## config.mk

```make
export PLATFORM = sky130hd
export DESIGN_NAME = lm07_responder
export DESIGN_NICKNAME = d
export VERILOG_FILES = /design/src/rtl/lm07_responder.sv
export SDC_FILE = /design/constraint.sdc
export NUM_CORES = 1
export LEC_CHECK = 0
export CORE_MARGIN = 4
export CORE_UTILIZATION = 50
export CTS_BUF_LIST = sky130_fd_sc_hd__clkbuf_4 sky130_fd_sc_hd__clkbuf_8
export DETAILED_ROUTE_END_ITERATION = 10
export DONT_BUFFER_PORTS = 1
export PLACE_DENSITY_LB_ADDON = 0.1
export SETUP_SLACK_MARGIN = 0.15
export SLEW_MARGIN = 10
export SYNTH_ARGS = -nofsm -noshare
export SYNTH_HDL_FRONTEND = slang
export SYNTH_SLANG_ARGS = --single-unit
```

## constraint.sdc

```tcl
create_clock -name SYSCLK -period 2.45 [get_ports SYSCLK]
set_input_delay 0 -clock SYSCLK [delete_from_list [all_inputs] [get_ports SYSCLK]]
set_output_delay 0 -clock SYSCLK [all_outputs]
set_load 0.03 [all_outputs]
```

## src/rtl/lm07_responder.sv

```systemverilog
// rtl/lm07_responder.sv - LM07 3-wire temperature sensor emulator (SPI slave, SYSCLK oversampled)
module lm07_responder #(
    parameter int          SYNC_STAGES  = 2,
    parameter logic [15:0] CMD_SHUTDOWN = 16'hFFFF,
    parameter logic [15:0] CMD_NORMAL   = 16'h0000
) (
    input  logic        SYSCLK,
    input  logic        RST,
    input  logic        CS,
    input  logic        SCK,
    input  logic        sio_in,
    output logic        sio_out,
    output logic        sio_oe,
    input  logic [12:0] temp_in,
    output logic        shutdown,
    output logic        frame_done,
    output logic        busy
);

    typedef enum logic [1:0] {IDLE, READ, WRITE, DONE} state_t;

    state_t                 state_q, state_d;
    logic [SYNC_STAGES-1:0] cs_sync_q, sck_sync_q, sio_sync_q;
    logic                   cs_prev_q, sck_prev_q;
    logic [12:0]            snap_q, snap_d;
    logic [15:0]            tx_q, tx_d;
    logic [15:0]            cmd_q, cmd_d;
    logic [4:0]             bit_cnt_q, bit_cnt_d;
    logic                   shutdown_q, shutdown_d;
    logic                   done_q, done_d;

    logic cs_s, sck_s, sio_s;
    logic cs_fall, cs_rise, sck_rise, sck_fall;

    assign cs_s  = cs_sync_q[SYNC_STAGES-1];
    assign sck_s = sck_sync_q[SYNC_STAGES-1];
    assign sio_s = sio_sync_q[SYNC_STAGES-1];

    // CS chain resets low so a CS already low at reset release never looks like a fall.
    assign cs_fall  =  cs_prev_q & ~cs_s;
    assign cs_rise  = ~cs_prev_q &  cs_s;
    assign sck_rise = ~sck_prev_q &  sck_s & ~cs_fall;
    assign sck_fall =  sck_prev_q & ~sck_s & ~cs_fall;

    always_ff @(posedge SYSCLK or posedge RST) begin
        if (RST) begin
            state_q    <= IDLE;
            cs_sync_q  <= '0;
            sck_sync_q <= '0;
            sio_sync_q <= '0;
            cs_prev_q  <= 1'b0;
            sck_prev_q <= 1'b0;
            snap_q     <= '0;
            tx_q       <= '0;
            cmd_q      <= '0;
            bit_cnt_q  <= '0;
            shutdown_q <= 1'b0;
            done_q     <= 1'b0;
        end else begin
            state_q    <= state_d;
            cs_sync_q  <= {cs_sync_q[SYNC_STAGES-2:0], CS};
            sck_sync_q <= {sck_sync_q[SYNC_STAGES-2:0], SCK};
            sio_sync_q <= {sio_sync_q[SYNC_STAGES-2:0], sio_in};
            cs_prev_q  <= cs_s;
            sck_prev_q <= sck_s;
            snap_q     <= snap_d;
            tx_q       <= tx_d;
            cmd_q      <= cmd_d;
            bit_cnt_q  <= bit_cnt_d;
            shutdown_q <= shutdown_d;
            done_q     <= done_d;
        end
    end

    always_comb begin
        state_d    = state_q;
        snap_d     = snap_q;
        tx_d       = tx_q;
        cmd_d      = cmd_q;
        bit_cnt_d  = bit_cnt_q;
        shutdown_d = shutdown_q;
        done_d     = 1'b0;
        case (state_q)
            IDLE: begin
                if (cs_fall) begin
                    snap_d    = shutdown_q ? snap_q : temp_in;
                    tx_d      = {snap_d, 3'b111};
                    cmd_d     = '0;
                    bit_cnt_d = '0;
                    state_d   = READ;
                end
            end
            READ: begin
                if (cs_rise) begin
                    bit_cnt_d = '0;
                    cmd_d     = '0;
                    state_d   = IDLE;
                end else if (sck_rise) begin
                    bit_cnt_d = bit_cnt_q + 5'd1;
                end else if (sck_fall) begin
                    if (bit_cnt_q == 5'd16) begin
                        bit_cnt_d = '0;
                        state_d   = WRITE;
                    end else begin
                        tx_d = {tx_q[14:0], 1'b1};
                    end
                end
            end
            WRITE: begin
                if (cs_rise) begin
                    bit_cnt_d = '0;
                    cmd_d     = '0;
                    state_d   = IDLE;
                end else if (sck_rise) begin
                    cmd_d     = {cmd_q[14:0], sio_s};
                    bit_cnt_d = bit_cnt_q + 5'd1;
                    if (bit_cnt_q == 5'd15) begin
                        state_d = DONE;
                    end
                end
            end
            DONE: begin
                if (cs_rise) begin
                    if (cmd_q == CMD_SHUTDOWN) begin
                        shutdown_d = 1'b1;
                    end else if (cmd_q == CMD_NORMAL) begin
                        shutdown_d = 1'b0;
                    end
                    done_d    = 1'b1;
                    bit_cnt_d = '0;
                    state_d   = IDLE;
                end
            end
            default: state_d = IDLE;
        endcase
    end

    // Pad drive follows state directly so RST releases SIO without waiting for a clock.
    always_comb begin
        sio_oe     = (state_q == READ);
        sio_out    = (state_q == READ) ? tx_q[15] : 1'b1;
        busy       = (state_q != IDLE);
        shutdown   = shutdown_q;
        frame_done = done_q;
    end

endmodule
```

==> Word-level counts from Yosys, hierarchy flattened <==
Index checks and enable logic that the tools add are counted.
{ "word_totals": {"ff_bits": 62, "out_inout_bits": 5, "word_cells": 92, "in_bits": 18} }
{ "classes": {"addsub": 1, "n_eq_ne": 20, "bitwise": 11, "n_reduce_logical": 12, "n_mux": 36} }
{ "ops": {"columns": ["operator", "count"], "rows": [
  ["16-bit 2-to-1 mux", 9],
  ["16-bit case mux with 3 select lines", 1],
  ["5-bit 2-to-1 mux", 8],
  ["16-bit case mux with 2 select lines", 1],
  ["5-bit case mux with 4 select lines", 1],
  ["2-bit 2-to-1 mux", 9],
  ["16-bit == test, second input constant", 1],
  ["16-bit logical NOT", 1],
  ["13-bit 2-to-1 mux", 1],
  ["2-bit != test, second input constant", 5],
  ["3-bit != test, second input constant", 3],
  ["4-bit by 1-bit != test with 1-bit output, second input constant", 2],
  ["2-bit case mux with 4 select lines", 1],
  ["7-bit AND reduction", 1],
  ["1-bit AND", 6],
  ["3-bit by 1-bit != test with 1-bit output, second input constant", 2],
  ["6-bit AND reduction", 1],
  ["2-bit nonzero test", 3],
  ["5-bit by 1-bit adder with 5-bit output, second input constant", 1],
  ["5-bit by 4-bit == test with 1-bit output, second input constant", 1],
  ["5-bit == test, second input constant", 1],
  ["1-bit 2-to-1 mux", 5],
  ["1-bit inverter", 5],
  ["5-bit AND reduction", 1],
  ["other kinds (8)", 10]
]} }

==> Depth between registers and ports, before layout <==
{ "depth": {"ltp_word": 8, "ltp_mapped": 8, "mapped_depth_nobuf": 7} }

==> Worst setup path after synthesis <==
Ideal clock, no wire load.
{ "synth_timing": {"path_type": "flip-flop to flip-flop", "start": "register state_q[1]", "end": "register bit_cnt_q[3]", "required_time_ps": 2346, "stages_incl_launch_ff": 7, "path_buffers": 1, "slack_ps": 469, "arrival_ps": 1877, "setup_time_ps": 104, "period_less_slack_ps": 1981, "path_cell_list": "dfrtp_1 > inv_1 > ha_1 > buf_2 > a31oi_1 > or2_0 > o41ai_2"} }
{ "synth_via": {"elab_chain_len": 3, "word_cells_on_any_way": 11, "cone_classes": "8 x eq/ne; 1 x mux; 2 x reduce/logical"} }
{ "synth_lines": {"columns": ["item", "line_no", "source"], "rows": [
  ["from (decl)", "22", "state_t state_q, state_d;"],
  ["from (signal assigned)", "60", "state_q <= state_d;"],
  ["2-bit by 1-bit == test with 1-bit output (*)", null, null],
  ["via sio_oe", "13", "output logic sio_oe,"],
  ["4-bit by 1-bit != test with 1-bit output (no line)", null, null],
  ["5-bit AND reduction (no line)", null, null],
  ["to (signal assigned)", "69", "bit_cnt_q <= bit_cnt_d;"],
  ["to (decl)", "28", "logic [4:0] bit_cnt_q, bit_cnt_d;"]
]} }
Mark *: on every way through the listed nets, which the timed path passes. The rest lies on a longest branch.
A chain may end at the register's enable or synchronous reset.

==> Worst setup path in the final report <==
{ "layout_timing": {"start": "register bit_cnt_q[0]", "end": "register tx_q[8]"} }
{ "layout_via": {"elab_chain_len": 3} }
{ "layout_lines": {"columns": ["item", "line_no", "source"], "rows": [
  ["5-bit == test", "101", "if (bit_cnt_q == 5'd16) begin"],
  ["2-bit != test (no line)", null, null],
  ["6-bit AND reduction (no line)", null, null],
  ["to (signal assigned)", "67", "tx_q <= tx_d;"],
  ["to (decl)", "26", "logic [15:0] tx_q, tx_d;"]
]} }
Every way passes these cells.

==> qor.txt <==
======================================================================================
Status .................................................................. complete, no violations
HPWL reported at the end of detailed placement ..........................      3708 um
Site Rows ...............................................................           28
Final total negative setup slack ........................................         0 ps
Final number of hold-violating endpoints ................................            0
Headroom to the max-slew limit ..........................................       0.4866
Least-Margin Pin Slew ...................................................     770.2 ps
Final cell count without fillers ........................................          405
Arrival time reported for the critical path endpoint ....................      2260 ps
Leakage Power ...........................................................     1.561 nW
Startpoint-to-endpoint class of the critical path .......................      reg2reg
Via count ...............................................................         2163
Detailed-route wire length per cell .....................................     14.16 um
Combinational family with the most area after synthesis ................. compound AO/OA/AOI/OAI gates
Number of sinks on the clock net ........................................           62
Fraction of post-synthesis cell area in the top cell type by area .......       0.5061
Final Cell Area ......................................................... 0.003550 sq mm
Share of synthesized flip-flops with an asynchronous set or reset .......        1.000
Via density per instance ................................................        5.341
Final number of setup-violating endpoints ...............................            0
First-pass GRT wire length ..............................................      9639 um
Area share of xor/xnor cells in the synthesized design ..................            0
Number of cells after detailed placement ................................          372
Number of design rule violations left after detail routing ..............            0
Number of H-tree levels .................................................            3
Number of warnings reported in the yosys synthesis log ..................            0
Post-synth EDFFs ........................................................            0
Clock latency at the later pin of the worst-skew pair ...................       330 ps
Pin count of the biggest net entering global routing ....................           63
Initial Utilization .....................................................       0.5178
Max VDD drop ............................................................    0.5192 mV
Required @ worst endpoint ...............................................      2660 ps
Power density over the cells ............................................ 991.1 mW/mm^2
Filler Cells Inserted ...................................................          509
GRT overflow ............................................................            0
Routed Antenna Nets .....................................................            0
Area enclosed by the die boundary ....................................... 0.007448 sq mm
Compound-Gate Fraction of Synth Area ....................................       0.1555
Ports ...................................................................           23
Cell area after technology mapping ...................................... 0.003065 sq mm
Die boundary width ......................................................     86.30 um
Commonest non-fill, non-tap cell in the layout ..........................      dfrtp_1
Flop and latch count out of synthesis ...................................           62
Max-capacitance violation count .........................................            0
Diode insertion count for antenna repair ................................            0
Number of antenna violations at the first check in global routing .......            0
Max Fanout on Critical Path .............................................           18
Total of buffers placed on input and output ports .......................            0
Vertical die dimension ..................................................     86.30 um
Proportion of synthesized chip area in sequential cells .................       0.5061
Max-slew violations .....................................................            0
Synthesis-to-finish area growth .........................................       15.80%
Flip-flop cell with the highest count after synthesis ...................      dfrtp_1
Final Skew ..............................................................     2.802 ps
Total routing resource utilization after global routing .................       0.1678
Global placement routability congestion .................................       0.8017
Time the worst path needs with I/O delays and setup .....................      2048 ps
Highest attainable clock frequency ......................................   0.4884 GHz
TritonCTS clock tree ....................................................          yes
Root buffer cell ........................................................     clkbuf_8
Category of the worst setup path launch point ...........................    flip-flop
Number of buffers on the longest clock path .............................            2
Final period util .......................................................       0.8358
Total nets after synthesis ..............................................          327
Resized cells post-CTS ..................................................            0
Utilization after layout ................................................       0.5995
Mean area per synthesized cell ..........................................  10.22 sq um
Setup repair after global routing missed its margin .....................        false
Via count of the first global-routing pass ..............................         1987
Number of CTS-inserted buffers ..........................................            9
Floorplan Core Area ..................................................... 0.005921 sq mm
Endpoint class of the critical path .....................................    flip-flop
Top cells by area in the synthesized netlist ............................ dfrtp_1, mux2i_1, nand2_1, ha_1, mux2_2
Clock-pin slew on the worst setup and hold paths ........................        70 ps
Share of post-route cells with drive strength above 1 ...................       0.1545
Post-Syn Instances ......................................................          300
Kind of path behind the tightest hold check .............................       in2reg
Hold slack final ........................................................     6.898 ps
Wirelength, routed ......................................................      5735 um
Area share of fa/ha/maj cells after synthesis ...........................      0.04041
Area of placed instances ................................................ 0.003176 sq mm
Number of distinct standard cells referenced by the synthesized netlist .           47
Library cell with the largest summed area after synthesis ...............      dfrtp_1
Simple logic cell fraction of the synthesized area ......................       0.1416
Number of detailed-routing iterations run before antenna repair .........            4
Top library cells by usage in the layout, fill and taps aside ........... dfrtp_1, nand2_1, inv_1
First DRT Iteration DRCs ................................................           82
Fraction of synthesized area in multiplexers ............................       0.1004
NumNets Final ...........................................................          352
======================================================================================
[path summary, 6_finish.rpt]
check                      cells after the start     startpoint            end  slack, ps
max                                            7   bit_cnt_q[0]        tx_q[8]        400
min                                            4     temp_in[6]        tx_q[9]          7
max reg2reg                                    7   bit_cnt_q[0]        tx_q[8]        400
min reg2reg                                    0  sck_sync_q[0]  sck_sync_q[1]        350
max in group asynchronous                      3            RST      cmd_q[12]       1600
min in group asynchronous                      3            RST      snap_q[7]        340
[cells in the mapped netlist (all sizes together) (3+ instances only)]
library cell   n
a21oi         14
a221o          3
buf            9
clkbuf         6
dfrtp         62
ha             9
inv           26
mux2          11
mux2i         18
nand2         40
nand2b         5
nand4          6
nor2          20
nor2b          3
nor3b          3
o21ai         24
o31ai         13
[layout make-up]
type                            instances  area, sq um  share of cell area
Clock buffer                           12        158.9             0.04477
Tap cell                               75        93.84             0.02644
Sequential cell                        62         1551              0.4371
Inverter                               26        97.59             0.02749
Timing Repair Buffer                   29        260.3             0.07332
Clock inverter                          4        45.04             0.01269
Multi-Input combinational cell        197         1343              0.3782
[repair_timing]
item	in CTS	in global routing
hold endpoints to repair	81	0
hold buffers	17	0
buffers inserted	0	0
setup endpoints to repair	0	0
[critical path, cell delays in order, from the launching register on]
cell and delay (ps):
dfrtp_1 420, inv_1 70, ha_1 190, and4bb_2 250
o32a_1 580, buf_4 280, nand2_1 60, o21ai_0 70
[logic make-up after synthesis]
| kind of cell | Yosys count |
|---|---|
| simple gates | 91 |
| compound gates | 67 |
| flops | 62 |
| buf+inv | 41 |
| mux | 29 |
| fa+ha+maj | 10 |
[per-layer routing]
metal,track usage,vias up,wire length (um)
met4,0.06374,0,80
met2,0.2383,30,2486
met1,0.2433,1037,2971
met5,0,-,0
li1,-,1088,-
met3,0.04943,8,197
[registers in the layout, summed over array words and instances, names as in the netlist]
register / cells
state_q: 2
cmd_q: 16
sio_sync_q: 2
cs_prev_q: 1
shutdown: 1
snap_q: 13
frame_done: 1
sck_prev_q: 1
tx_q: 16
sck_sync_q: 2
bit_cnt_q: 5
cs_sync_q: 2
[per-stage QoR]
step                      setup slack [ps]  total power, mW
after floorplan                      469.4            2.354
after global placement               464.5            2.578
after detailed placement             406.4            2.601
after CTS                            411.0            3.538
after global routing                 199.8            3.770
final                                402.3            3.518
[power by group]
group	switching, mW	leakage (nW)	total (mW)	internal, mW
clock network	0.375	0.110	0.907	0.531
registers	0.142	0.777	1.43	1.28
logic	0.718	0.674	1.19	0.468
total	1.24	1.56	3.52	2.28
(Power assumes the default switching activity.)
